===== src/rtl/freq_meter.sv =====
// Frequency and period monitor for a slow, asynchronous square wave.
// It counts rising edges per fixed gate window and measures the clk_in cycles between consecutive edges.
module freq_meter #(
   parameter int SYS_CLK     = 10000000,
   parameter int GATE_CYCLES = SYS_CLK,
   parameter int CNT_W       = 32
) (
   input  logic             clk_in,
   input  logic             rst_n,
   input  logic             meas_in,
   input  logic             enable,
   output logic [CNT_W-1:0] freq,
   output logic             freq_valid,
   output logic             overflow,
   output logic [CNT_W-1:0] period,
   output logic             period_valid,
   output logic             busy
);

   localparam int               GW        = $clog2(GATE_CYCLES);
   localparam logic [GW-1:0]    GATE_LAST = GW'(GATE_CYCLES - 1);
   localparam logic [CNT_W-1:0] CNT_MAX   = '1;

   if (GATE_CYCLES < 4) begin : g_bad_gate
      $error("freq_meter: GATE_CYCLES must be at least 4");
   end

   typedef enum logic {IDLE, GATE} state_t;

   state_t           state_q, state_d;
   logic             s1, s2, s3;
   logic             rise;
   logic [GW-1:0]    gate_cnt;
   logic [CNT_W-1:0] edge_cnt;
   logic             ovf;
   logic             win_close;
   logic             edge_sat;
   logic [CNT_W-1:0] per_cnt;
   logic             armed;

   assign rise      = s2 & ~s3;
   assign win_close = (state_q == GATE) && (gate_cnt == GATE_LAST);
   assign edge_sat  = (edge_cnt == CNT_MAX);
   assign busy      = (state_q == GATE);

   always_ff @(posedge clk_in or negedge rst_n) begin
      if (!rst_n) begin
         s1 <= 1'b0;
         s2 <= 1'b0;
         s3 <= 1'b0;
      end else begin
         s1 <= meas_in;
         s2 <= s1;
         s3 <= s2;
      end
   end

   always_ff @(posedge clk_in or negedge rst_n) begin
      if (!rst_n) state_q <= IDLE;
      else        state_q <= state_d;
   end

   // A window that closes with enable low still reports; it simply does not restart.
   always_comb begin
      state_d = state_q;
      case (state_q)
         IDLE:    if (enable)  state_d = GATE;
         GATE:    if (!enable) state_d = IDLE;
         default: state_d = IDLE;
      endcase
   end

   always_ff @(posedge clk_in or negedge rst_n) begin
      if (!rst_n) begin
         gate_cnt   <= '0;
         edge_cnt   <= '0;
         ovf        <= 1'b0;
         freq       <= '0;
         overflow   <= 1'b0;
         freq_valid <= 1'b0;
      end else begin
         freq_valid <= win_close;
         if (win_close) begin
            freq     <= (rise && !edge_sat) ? edge_cnt + CNT_W'(1) : edge_cnt;
            overflow <= ovf | (rise & edge_sat);
         end
         if (state_q == GATE && enable && !win_close) begin
            gate_cnt <= gate_cnt + GW'(1);
            if (rise) begin
               if (edge_sat) ovf      <= 1'b1;
               else          edge_cnt <= edge_cnt + CNT_W'(1);
            end
         end else begin
            // idle, abort and window close all restart the window from zero
            gate_cnt <= '0;
            edge_cnt <= '0;
            ovf      <= 1'b0;
         end
      end
   end

   always_ff @(posedge clk_in or negedge rst_n) begin
      if (!rst_n) begin
         per_cnt      <= '0;
         armed        <= 1'b0;
         period       <= '0;
         period_valid <= 1'b0;
      end else begin
         period_valid <= 1'b0;
         if (!enable) begin
            per_cnt <= '0;
            armed   <= 1'b0;
         end else if (rise) begin
            per_cnt <= CNT_W'(1);
            armed   <= 1'b1;
            if (armed) begin
               period       <= per_cnt;
               period_valid <= 1'b1;
            end
         end else if (per_cnt != CNT_MAX) begin
            per_cnt <= per_cnt + CNT_W'(1);
         end
      end
   end

endmodule

===== config.mk =====
export PLATFORM = sky130hd
export DESIGN_NAME = freq_meter
export DESIGN_NICKNAME = d
export VERILOG_FILES = /design/src/rtl/freq_meter.sv
export SDC_FILE = /design/constraint.sdc
export NUM_CORES = 1
export LEC_CHECK = 0
export ABC_AREA = 1
export ABC_CLOCK_PERIOD_IN_PS = 4700
export CAP_MARGIN = 30
export CELL_PAD_IN_SITES_DETAIL_PLACEMENT = 1
export CELL_PAD_IN_SITES_GLOBAL_PLACEMENT = 1
export CORE_MARGIN = 3
export CORE_UTILIZATION = 46
export DETAILED_ROUTE_END_ITERATION = 7
export PLACE_DENSITY_LB_ADDON = 0.1
export RECOVER_POWER = 25
export SYNTH_ARGS = -nofsm -noshare
export SYNTH_HDL_FRONTEND = slang
export SYNTH_SLANG_ARGS = --single-unit

===== constraint.sdc =====
create_clock -name clk_in -period 4.7 [get_ports clk_in]
set_input_delay 0.705 -clock clk_in [delete_from_list [all_inputs] [get_ports clk_in]]
set_output_delay 0.705 -clock clk_in [all_outputs]
set_load 0.01 [all_outputs]

==> results.md, run 1 <==
- Syn Inst Count: approximately 1,100
- Mapped cell area: ~8400 sq um
- Slew at the pin closest to its max-slew limit: about 2.2 ns
- Share of layout cells above drive strength 1: between 5 and 6%
- WP buf/inv: 2
- Status: finished, violations left
- Asr flop ratio synth: 100.0%
- Longest Clk Path Bufs: 2
- First-pass GRT wire length: ~41,000 microns
- Fmax: ~350 MHz
- Sequential element share of the synthesized area: ~48%
- GRT Overall Usage: 25.77%
- Clock skew: approximately 0.0074 ns
- Nets: 1,190
- Setup crit end kind: asynchronous set/reset pin
- H-tree depth: 4
- Worst-path fanout max: 79
- CTS tree: done
- Sink Count: approximately 160
- Synth top area cells: dfrtp_1 (48%), nand2_1 (17%), nor2_1 (6.2%)
- CTS Root Cell: clkbuf_16
- Pre-CTS WS: between 1.5 and 2 ns
- Placed cell area: about 9000 sq um
- Leak Pwr: around 4.6 nW
- Die area: 19,870 sq um
- Hold WS: between 0.2 and 0.3 ns
- Vias/cell: 5.370
- RSZ-0062 raised after global routing: no
- Vias in the first global route: 7,979
- Die Width: approximately 140 microns
- Failing checks: max-capacitance violations, max-slew violations
- Area Growth Syn to Fin: 16.96%
- Via total after detailed routing: between 7,000 and 8,000
- Initial antenna violation count: 0
- Final Max Tran Viols: around 40
- Hold Vio Cnt, Final: 0
- Period utilization: between 60% and 70%
- # hold bufs at CTS: 0
- Num CTS Buffers: 17
- Pwr/cell area: around 300 nW/um^2
- Setup-failing EPs final: 0
- Setup_tns: 0 ns
- Row count: 48
- Leading area contributor after synthesis: dfrtp_1
- Number of diodes: 0
- Delay-heaviest family, CP: buffers and inverters
- Startpoint Class: input pin
- Critical path class: input pin to asynchronous set/reset pin
- Crit-path slowest cell: clkbuf_1
- Iteration count of the initial detailed-routing pass: 5
- Synthesized flop and latch total: 161
- Worst-skew pair later-pin latency: 0.43 ns
- Post-synth EDFFs: 0
- Total congestion overflow: 0
- Residual DRC count: 0
- Design area: just under 10,000 sq um
- Fin crit period: roughly 2.9 ns
- Synthesized area per cell: between 7 and 8 sq um
- Synth unique cells: 38
- Worst-path clk slew: about 0.07 ns
- Top-count cell post-synth: nand2_1
- VDD IR max: about 0.26 mV
- Core Area: 17,540 sq um
- Hold crit path type: input pin to asynchronous set/reset pin
- Largest net degree at the start of global routing: 80
- RePlAce Congestion: just over 0.9
- Port Buf Inserts: 71
- WL/cell: between 15 and 20 microns
- Worst slew margin: -49.53%
- Post-CTS Resized: 0
- IO Count: 72
- Post-DRT Antenna Nets: 0
- Worst EP arrival: 2.95 ns
- Synth top cells by count: nand2_1 (379), dfrtp_1 (161), nor2_1 (138), inv_1 (107), nand3_1 (54)
- Detail Placement HPWL: 17,430 microns
- Die height: approximately 140 microns
- Initial Utilization: around 48%
- Post-CTS setup buffers: 0
- Worst EP required: ~4.8 ns
- Yosys Warn Count: 0
- Main flop type after synthesis: dfrtp_1
- Routed wire length: 24,270 microns
- Final worst setup slack: between 1.5 and 2 ns
- Max-Cap Viols: 1
- CP max stage delay: between 1.5 and 2 ns
- Crit path cell chain: buf_6 -> clkbuf_1
- Initial DRC Count: ~510
- Final core occ: around 56%
- Synth top area share: 48.07%
- Synthesized Nets: around 1,100
[final timing paths]
path	depth (start not counted)	start	end	slack [ns]
max	2	rst_n	overflow	1.83
min	1	rst_n	period[18]	0.29
max reg2reg	9	gate_cnt[0]	edge_cnt[13]	1.92
min reg2reg	0	s1	s2	0.35
max in group clk_in	9	gate_cnt[0]	edge_cnt[13]	1.92
min in group clk_in	0	s1	s2	0.35
[per-stage QoR]
step                      total power, W  cells
final                           0.002943   1420
after global routing            0.003063   1420
after CTS                       0.002979   1420
after detailed placement        0.001676   1389
after global placement          0.001665   1389
after floorplan                 0.001550   1116
[area by class of cell]
cell class                      count  area (sq um)
Clock buffer                       20         466.7
Timing Repair Buffer               75         738.2
Inverter                          112         422.9
Clock inverter                     11         80.08
Tap cell                          225         281.5
Fill cell                        2229          7735
Multi-Input combinational cell    816          3784
Sequential cell                   161          4029
[flip-flops by register name, indices dropped and copies added, names as in the netlist]
signal,count
per_cnt,32
s1,1
busy,1
period_valid,1
s3,1
s2,1
freq,32
edge_cnt,32
period,32
freq_valid,1
overflow,1
armed,1
ovf,1
gate_cnt,24
[cells in the final DEF, fill, tap and decap left out, types with 30 or more instances in the layout]
master / Yosys / final
a21oi_1: 42 / 42
clkdlybuf4s50_1: 0 / 68
dfrtp_1: 161 / 161
inv_1: 107 / 108
nand2_1: 379 / 379
nand3_1: 54 / 54
nand4_1: 32 / 32
nor2_1: 138 / 138
nor3_1: 30 / 30
o21ai_0: 51 / 51
[cells by family (layout without fill, tap and decap cells)]
logic type / after synthesis / in the layout / share of synthesized area [%]
AND/OR/NAND/NOR: 681 / 681 / 35.50
buffers and inverters: 139 / 218 / 6.778
flip-flops: 161 / 161 / 48.07
XOR/XNOR: 23 / 23 / 2.404
adder cells (fa/ha/maj): 3 / 3 / 0.4479
AO/OA/AOI/OAI: 109 / 109 / 6.793
[metal layers]
layer / GRT usage [%] / vias to the layer above / wire length (microns)
met5: 0 / - / 0
met4: 8.108 / 0 / 466
met3: 3.392 / 45 / 797
met2: 41.61 / 164 / 11300
met1: 36.32 / 3728 / 11710
li1: - / 3688 / -
[power by group]
part | total [W] | leakage (nW) | switching [W] | internal (W)
clock | 0.00130 | 0.261 | 0.000582 | 0.000716
sequential | 0.00145 | 2.20 | 0.0000268 | 0.00143
combinational | 0.000192 | 2.12 | 0.000111 | 0.0000813
[worst register-to-register path, cell delays in order, from the launching register on]
cell     delay, ns
dfrtp_1       0.42
ha_1          0.29
nand3_1       0.20
inv_1         0.15
nand3_1       0.13
nor2_4        0.25
inv_2         0.34
nand3_2       0.15
buf_4         0.55
a21oi_1       0.15
Note: power is estimated with default switching activity, not from simulation.
==> run 2: changes to the inputs <==
- ABC_CLOCK_PERIOD_IN_PS: 4700 -> 2500
- CORE_UTILIZATION: 46 -> 39
- clock period: 4.7 -> 2.5 ns (I/O delays scaled with it)
==> results.md, run 2 (synthesis results as in run 1) <==
- Hold Vio Cnt, Final: 0 (unchanged)
- WL/cell: 17.16 microns (+0.40%)
- Iteration count of the initial detailed-routing pass: 5 (unchanged)
- Period utilization: between 80 and 90%
- CTS Root Cell: clkbuf_16
- H-tree depth: 4 (unchanged)
- Clk pwr share: 48.9% (+4.8 points)
- Nets: 1,201 (+0.92%)
- Final core occ: 48.53% (-7.4 points)
- Port Buf Inserts: 71 (unchanged)
- Via total after detailed routing: 7,682 (+0.75%)
- Net switching power: 0.001359 W (+89%)
- Slew at the pin closest to its max-slew limit: 0.9014 ns (-1.342 ns)
- Initial Utilization: 40.51% (-7.3 points)
- VDD IR max: 0.4426 mV (+72%)
- Residual DRC count: 0 (unchanged)
- Status: complete, no violations
- Largest net degree at the start of global routing: 62 (-23%)
- Sw frac: 22.39% (-2.1 points)
- Setup crit end kind: flip-flop
- Worst-skew pair later-pin latency: 0.44 ns (about the same)
- RSZ-0062 raised after global routing: no
- Hold path cells: 0
- GRT Overall Usage: 22.06% (-3.7 points)
- Worst-path clk slew: 0.07 ns (about the same)
- Worst EP required: 2.83 ns (-1.95 ns)
- Power Total: 0.006069 W (+110%)
- Setup_tns: 0 ns (unchanged)
- Routed wire length: 25,330 microns (+4.4%)
- Pwr/cell area: 604.4 nW/um^2 (+100%)
- Clock skew: 0.01114 ns (+0.003762 ns)
- CP max stage delay: 0.43 ns (-1.22 ns)
- Area Growth Syn to Fin: 19.81%
- Reg-to-reg slack, setup: 0.38 ns (-1.54 ns)
- Crit-path slowest cell: dfrtp_1
- Reg area: 4029 sq um (unchanged)
- WP buf/inv: 0 (-2)
- Critical path class: flip-flop to flip-flop
- Number of diodes: 0 (unchanged)
- RePlAce Congestion: 0.8689 (-5.0%)
- Setup-failing EPs final: 0 (unchanged)
- Share of layout cells above drive strength 1: 6.468% (+0.61 points)
- Delay-heaviest family, CP: simple AND/OR/NAND/NOR gates
- Initial DRC Count: 372 (-27%)
- Vias in the first global route: 7,997 (+0.23%)
- First-pass GRT wire length: 42,020 microns (+1.8%)
- Worst slew margin: 39.91% (+89 points)
- Final Max Tran Viols: 0 (-100%)
- Initial antenna violation count: 0 (unchanged)
- P_int: 0.004710 W (+110%)
- Max-Cap Viols: 0 (-1)
- Hold_sp: s1
- Combinational Power Share: 6.1% (-0.4 points)
- Post-CTS Resized: 0 (unchanged)
- Most frequent cells in the layout: nand2_1 (379), dfrtp_1 (161), nor2_1 (138)
- IO Count: 72 (unchanged)
- Sink Count: 161 (unchanged)
- Longest Clk Path Bufs: 2 (unchanged)
- Sequential Power Share: 45.0% (-4.4 points)
- Hold WS: 0.3561 ns (+0.06219 ns)
- Fmax: 472.6 MHz
- Die height: 152.6 microns (+8.2%)
- Worst EP arrival: 2.44 ns (-0.51 ns)
- Startpoint Class: flip-flop
- R2R Path End: freq[15]
- Die area: 23,280 sq um (+17%)
- Post-DRT Antenna Nets: 0 (unchanged)
- Num CTS Buffers: 17 (unchanged)
- Row count: 52 (+8.3%)
- Hold Path End: s2
- Worst-path fanout max: 32 (-59%)
- Hold crit path type: flip-flop to flip-flop
- R2r startpoint: edge_cnt[0]
- # fillers: 2,596 (+16%)
- Vias/cell: 5.205 (-3.1%)
- Leak Pwr: 4.687 nW (+2.3%)
- Most common cell after layout, fill and taps aside: nand2_1
- Detail Placement HPWL: 18,160 microns (+4.2%)
- CTS tree: done
- Worst r2r path cells: 10 (+1)
- Core Area: 20,690 sq um (+18%)
- Die Width: 152.6 microns (+8.2%)
- Fin crit period: about 2.1 ns
- Crit path cell chain: ha_1 -> nand2_2 -> nor2_4 -> nand2_4 -> nor2_8 -> nand3b_4 -> nand3b_1 -> nand2_1 -> nand2_1 -> nand2_1
- Total congestion overflow: 0 (unchanged)
- Worst path most repeated cell: nand2_1
- Multi-input logic area: 3784 sq um (unchanged)
[run 2: cell count changes in the layout (fill, tap and decap cells not counted), sizes merged, moves of 3 or more]
cell,previous run,this run
clkinv,5,2
buf,4,12
clkinvlp,4,1
bufinv,0,6
clkbuf,21,24
[run 2: worst register-to-register path: cells and delay by family (launching register included)]
family | cells | cell delay (ns)
adder cells (fa/ha/maj) | 1 | 0.23
flip-flops | 1 | 0.43
AND/OR/NAND/NOR | 9 | 1.37
[run 2: repair_timing]
action                    4_1_cts  5_1_grt
hold endpoints to repair       33        0
setup buffers                   0        0
hold buffers                    1        0
[run 2: worst max-delay path by stage]
| stage | start | endpoint | depth (start not counted) |
|---|---|---|---|
| final | edge_cnt[0] | freq[15] | 10 |
| after global routing | rst_n | edge_cnt[4] | 3 |
| after CTS | edge_cnt[0] | freq[26] | 10 |
| after detailed placement | enable | period[25] | 6 |
| after global placement | enable | period[30] | 6 |
| after floorplan | gate_cnt[0] | gate_cnt[11] | 10 |
[run 2: area by class of cell]
type | instances | area share [%]
timing repair buffer | 86 | 8.174
multi-input combinational | 816 | 37.68
tap | 270 | 3.364
sequential | 161 | 40.12
inverter | 112 | 4.212
clock buffer | 21 | 4.386
clock inverter | 10 | 2.056
[run 2: power by group through the flow]
stage / Combinational [W] / Clock, W / Sequential (W)
finish: 0.000369 / 0.00297 / 0.00273
global route: 0.000412 / 0.00315 / 0.00274
CTS: 0.000388 / 0.00303 / 0.00273
detailed placement: 0.000387 / 0 / 0.00278
global placement: 0.000373 / 0 / 0.00278
floorplan: 0.000115 / 0 / 0.00280
[run 2: metrics by stage]
stage,setup slack (ns),std cells,cell area [sq um]
final,0.3842,1476,10040
after floorplan,0.7851,1116,8381
after global routing,0.1433,1476,10040
after detailed placement,0.2534,1444,9415
after global placement,0.4304,1444,9415
after CTS,0.3725,1476,10070
[run 2: per-layer routing]
layer / vias to the layer above / global-route usage [%] / part of all wire [%]
li1: 3706 / - / -
met1: 3812 / 32.23 / 50
met2: 139 / 34.82 / 46
met3: 25 / 3.124 / 3.0
met4: 0 / 5.346 / 1.2
met5: - / 0 / 0
